## src/rtl/sub_pkg.sv

```systemverilog
// Shared constants and result type for the sign-magnitude subtractor.
package sub_pkg;

  localparam int unsigned SUB_WIDTH = 4;

  typedef struct packed {
    logic                 sign;
    logic [SUB_WIDTH-1:0] mag;
  } sub_result_t;

endpackage

```

## src/rtl/full_subtractor.sv

```systemverilog
// One bit of the ripple-borrow chain.
module full_subtractor (
  input  logic x,
  input  logic y,
  input  logic bin,
  output logic diff,
  output logic bout
);

  assign diff = x ^ y ^ bin;
  assign bout = (~x & y) | (~(x ^ y) & bin);

endmodule

```

## src/rtl/sub_4bits.sv

```systemverilog
// Registered unsigned subtractor producing |a - b| plus a sign flag (b > a).
module sub_4bits
  import sub_pkg::*;
#(
  parameter int unsigned WIDTH = SUB_WIDTH
) (
  input  logic             clk,
  input  logic             rst_n,
  input  logic             in_valid,
  input  logic [WIDTH-1:0] a,
  input  logic [WIDTH-1:0] b,
  output logic [WIDTH-1:0] s,
  output logic             sign,
  output logic             out_valid
);

  localparam logic [WIDTH-1:0] One = WIDTH'(1);

  logic [WIDTH:0]   borrow;
  logic [WIDTH-1:0] diff;
  logic [WIDTH-1:0] mag;

  logic [WIDTH-1:0] s_d, s_q;
  logic             sign_d, sign_q;
  logic             out_valid_d, out_valid_q;

  assign borrow[0] = 1'b0;

  for (genvar i = 0; i < WIDTH; i++) begin : g_chain
    full_subtractor u_fs (
      .x    (a[i]),
      .y    (b[i]),
      .bin  (borrow[i]),
      .diff (diff[i]),
      .bout (borrow[i+1])
    );
  end

  // A borrow out of the MSB means the raw difference wrapped; negate it back.
  always_comb begin
    mag = borrow[WIDTH] ? (~diff + One) : diff;
  end

  always_comb begin
    s_d         = s_q;
    sign_d      = sign_q;
    out_valid_d = in_valid;
    if (in_valid) begin
      s_d    = mag;
      sign_d = borrow[WIDTH];
    end
  end

  always_ff @(posedge clk or negedge rst_n) begin
    if (!rst_n) begin
      s_q         <= '0;
      sign_q      <= 1'b0;
      out_valid_q <= 1'b0;
    end else begin
      s_q         <= s_d;
      sign_q      <= sign_d;
      out_valid_q <= out_valid_d;
    end
  end

  assign s         = s_q;
  assign sign      = sign_q;
  assign out_valid = out_valid_q;

endmodule

```

## config.mk

```make
export PLATFORM = sky130hd
export DESIGN_NAME = sub_4bits
export DESIGN_NICKNAME = d
export VERILOG_FILES = /design/src/rtl/sub_pkg.sv /design/src/rtl/full_subtractor.sv /design/src/rtl/sub_4bits.sv
export SDC_FILE = /design/constraint.sdc
export NUM_CORES = 1
export LEC_CHECK = 0
export CAP_MARGIN = 25
export CELL_PAD_IN_SITES_DETAIL_PLACEMENT = 0
export CELL_PAD_IN_SITES_GLOBAL_PLACEMENT = 1
export CORE_MARGIN = 3
export CORE_UTILIZATION = 25
export DETAILED_ROUTE_END_ITERATION = 16
export GPL_ROUTABILITY_DRIVEN = 0
export MAX_ROUTING_LAYER = met4
export PLACE_DENSITY = 0.74
export SYNTH_ARGS = -nofsm -noshare
export SYNTH_HDL_FRONTEND = slang
export SYNTH_SLANG_ARGS = --single-unit
```

## constraint.sdc

```tcl
create_clock -name clk -period 0.8 [get_ports clk]
set_input_delay 0.2 -clock clk [delete_from_list [all_inputs] [get_ports clk]]
set_output_delay 0.2 -clock clk [all_outputs]
set_load 0.005 [all_outputs]
```

==> results.py <==
metrics = {
    "status": {
        "outcome": "finished, violations left",
        "violations_in_the_final_reports": "setup timing",
    },
    "global_route": {
        "global_route_wire_length_before_repair_um": 1300,
        "grt_remaining_overflow": 0,
        "globalRouteTotalUtil_pct": 9.27,
        "grt_max_degree": 9,
        "first_global_vias": 320,
        "antenna_found_initial": 0,
    },
    "sta": {
        "setup_ws_ns": -0.980,
        "final.period_utilization_pct": 222,
        "timing.fmax_mhz": 562,
        "finClkSkew_ns": 0,
        "finalSetupViolations": 10,
        "maxSlewViolCount": 0,
        "worst-slew-pin-transition_ns": 0.266,
        "hold_viol_final": 0,
        "slew-limit-headroom_pct": 82.2,
        "grt_setup_unrepaired": "yes",
        "final.min_clock_period_ns": 1.78,
        "hold_ws_ns": 0.192,
    },
    "synth": {
        "synth.distinct_cells": 12,
        "synthesis.area_um2": 364,
        "dominant_combinational_cell_family_by_area_after_synthesis": "adder cells",
        "post_synthesis_net_count": 48,
        "synth_xor_area_share_pct": 4.81,
        "syn-instance-count": 32,
        "proportion_of_synthesized_area_in_mux_cells_pct": 9.62,
        "ys.warnings.count": 0,
        "yosys-top-cells-area": "sky130_fd_sc_hd__dfrtp_1, sky130_fd_sc_hd__fa_1, sky130_fd_sc_hd__inv_1",
        "synth_sequential_area_ratio_pct": 41.2,
        "fraction_of_the_mapped_netlist_area_in_compound_gates_pct": 7.56,
        "netlist.area_leader.share_pct": 41.2,
        "syn_area_cell_um2": 11.4,
        "number_of_storage_elements_in_the_synthesis_netlist": 6,
        "yosysTopAreaCell": "sky130_fd_sc_hd__dfrtp_1",
        "synth-simple-area-share_pct": 4.81,
        "synth-adder-area-share_pct": 23.4,
    },
    "die": {
        "std_cell_rows": 13,
        "floorplan.core_area_um2": 1330,
        "initial_core_util_pct": 27.3,
        "ios": 17,
        "chipWidth_um": 44.2,
        "die_area_um2": 1950,
        "die_h_um": 44.2,
    },
    "place": {
        "postPlaceCellArea_um2": 611,
        "port_buffers": 16,
        "dpl.hpwl_um": 625,
    },
    "final_layout": {
        "multi_input_combinational_cell_area_um2": 210,
        "finish.instance_area_um2": 658,
        "area_overhead_of_the_layout_relative_to_synthesis_pct": 80.8,
        "antenna_cells_inserted": 0,
        "final_net_count": 78,
        "most-common-layout-cells": "sky130_fd_sc_hd__dfrtp_1, sky130_fd_sc_hd__buf_2, sky130_fd_sc_hd__buf_4",
        "layout.filler_cells": 133,
        "register_area_um2": 150,
        "final_layout_size_suffix_gt1_share_pct": 51.7,
    },
    "route": {
        "finalWirelength_um": 746,
        "route.detailed.wl_per_inst_um": 9.95,
        "route.vias.total": 310,
        "drc": 0,
        "drt_iter0_drc": 5,
        "postRouteAntennaNets": 0,
        "detail_route.first_pass.iterations": 2,
        "vias_per_cell": 4.13,
    },
    "cts": {
        "insertion_delay_ns": 0.24,
        "clk_pin_slew_worst_paths_ns": 0.05,
        "tritoncts": "done",
        "cts_sinks": 6,
        "cts-root-buf": "sky130_fd_sc_hd__clkbuf_4",
        "numCtsBuffers": 3,
        "cts_max_level": 1,
        "cts_max_path_buffers": 2,
        "ctsHoldBuffers": 0,
    },
    "min_path": {
        "hold_path_class": "in -> async",
    },
    "job": {
        "timing.max_cap.violations": 0,
    },
    "setup_path": {
        "crit_arrival_ns": 1.90,
        "crit_path_start_kind": "input pin",
        "worstPathMaxFanout": 1,
        "timing.critical_path.to_type": "register",
        "worst-setup-path-type": "in -> reg",
        "critical_path_required_ns": 0.92,
    },
    "pwr": {
        "cellLeakagePower_nw": 0.322,
        "irDropWorstVdd_mv": 0.767,
        "power_density_nw_per_um2": 1770,
    },
}
==> path summary, 6_finish.rpt <==
kind	slack, ns	endpoint	start	cells after the start
worst max-delay path	-0.98	s[3]	a[0]	9
worst min-delay path	0.19	out_valid	rst_n	1
worst max register to register	-0.06	s[2]	s[2]	2
worst min register to register	0.52	sign	sign	2
max in group asynchronous	0.39	sign	rst_n	1
min in group clk	0.36	s[0]	b[0]	4
==> flip-flops by register name, summed over array words and instances, names as in the netlist <==
register,cells
sign,1
out_valid,1
s,4
==> logic make-up (layout without fill, tap and decap cells) <==
family | count (synthesis) | count (layout)
xor+xnor | 2 | 2
compound gates | 4 | 4
mux | 3 | 3
buf+inv | 8 | 36
simple gates | 4 | 4
fa+ha+maj | 5 | 5
flops | 6 | 6
==> metal layers <==
layer	vias up	GRT usage (%)	routed length [µm]
li1	156	-	-
met1	146	12.6	339
met2	8	14.0	366
met3	0	2.44	40
met4	0	1.81	0
met5	-	-	0
==> cell usage after synthesis <==
master / instances
sky130_fd_sc_hd__a21oi_1: 3
sky130_fd_sc_hd__a31oi_2: 1
sky130_fd_sc_hd__buf_2: 1
sky130_fd_sc_hd__dfrtp_1: 6
sky130_fd_sc_hd__fa_1: 3
sky130_fd_sc_hd__ha_1: 2
sky130_fd_sc_hd__inv_1: 7
sky130_fd_sc_hd__mux2_4: 1
sky130_fd_sc_hd__mux2i_1: 2
sky130_fd_sc_hd__nor2_1: 3
sky130_fd_sc_hd__nor2_2: 1
sky130_fd_sc_hd__xnor2_1: 2
==> stage by stage <==
step	power, mW	std cells	utilization, %	worst slack, ns	TNS (ns)
after detailed placement	0.870	68	45.8	-1.78	-8.71
after global placement	0.862	68	45.8	-1.75	-8.68
after global routing	1.26	75	49.3	-1.02	-4.81
final	1.16	75	49.3	-0.980	-4.42
after floorplan	0.603	32	-	-1.11	-3.89
after CTS	1.15	72	47.4	-1.03	-4.51
==> worst max-delay path, cell delays in order <==
cell and delay (ns):
sky130_fd_sc_hd__buf_8 0.08, sky130_fd_sc_hd__inv_8 0.03, sky130_fd_sc_hd__ha_4 0.15, sky130_fd_sc_hd__fa_2 0.38, sky130_fd_sc_hd__fa_2 0.34, sky130_fd_sc_hd__inv_2 0.06
sky130_fd_sc_hd__fa_2 0.44, sky130_fd_sc_hd__xnor2_2 0.15, sky130_fd_sc_hd__a21oi_1 0.08
==> where the power goes <==
group,internal (mW),switching [mW]
combinational,0.315,0.177
sequential,0.362,0.0251
clock,0.170,0.113
total,0.848,0.315
==> layout make-up <==
class                           instances  share of cell area (%)
Clock buffer                            3                    3.42
Sequential cell                         6                    22.8
Multi-Input combinational cell         18                    31.9
Inverter                                7                    5.13
Timing Repair Buffer                   26                    33.8
Tap cell                               15                    2.85
==> what timing repair did <==
action                     4_1_cts  5_1_grt
buffers inserted                 1        3
setup endpoints to repair       11       10
pin swaps                        8        4
gates resized for setup         43        1
No activity file was read; power rests on OpenSTA's default activity.
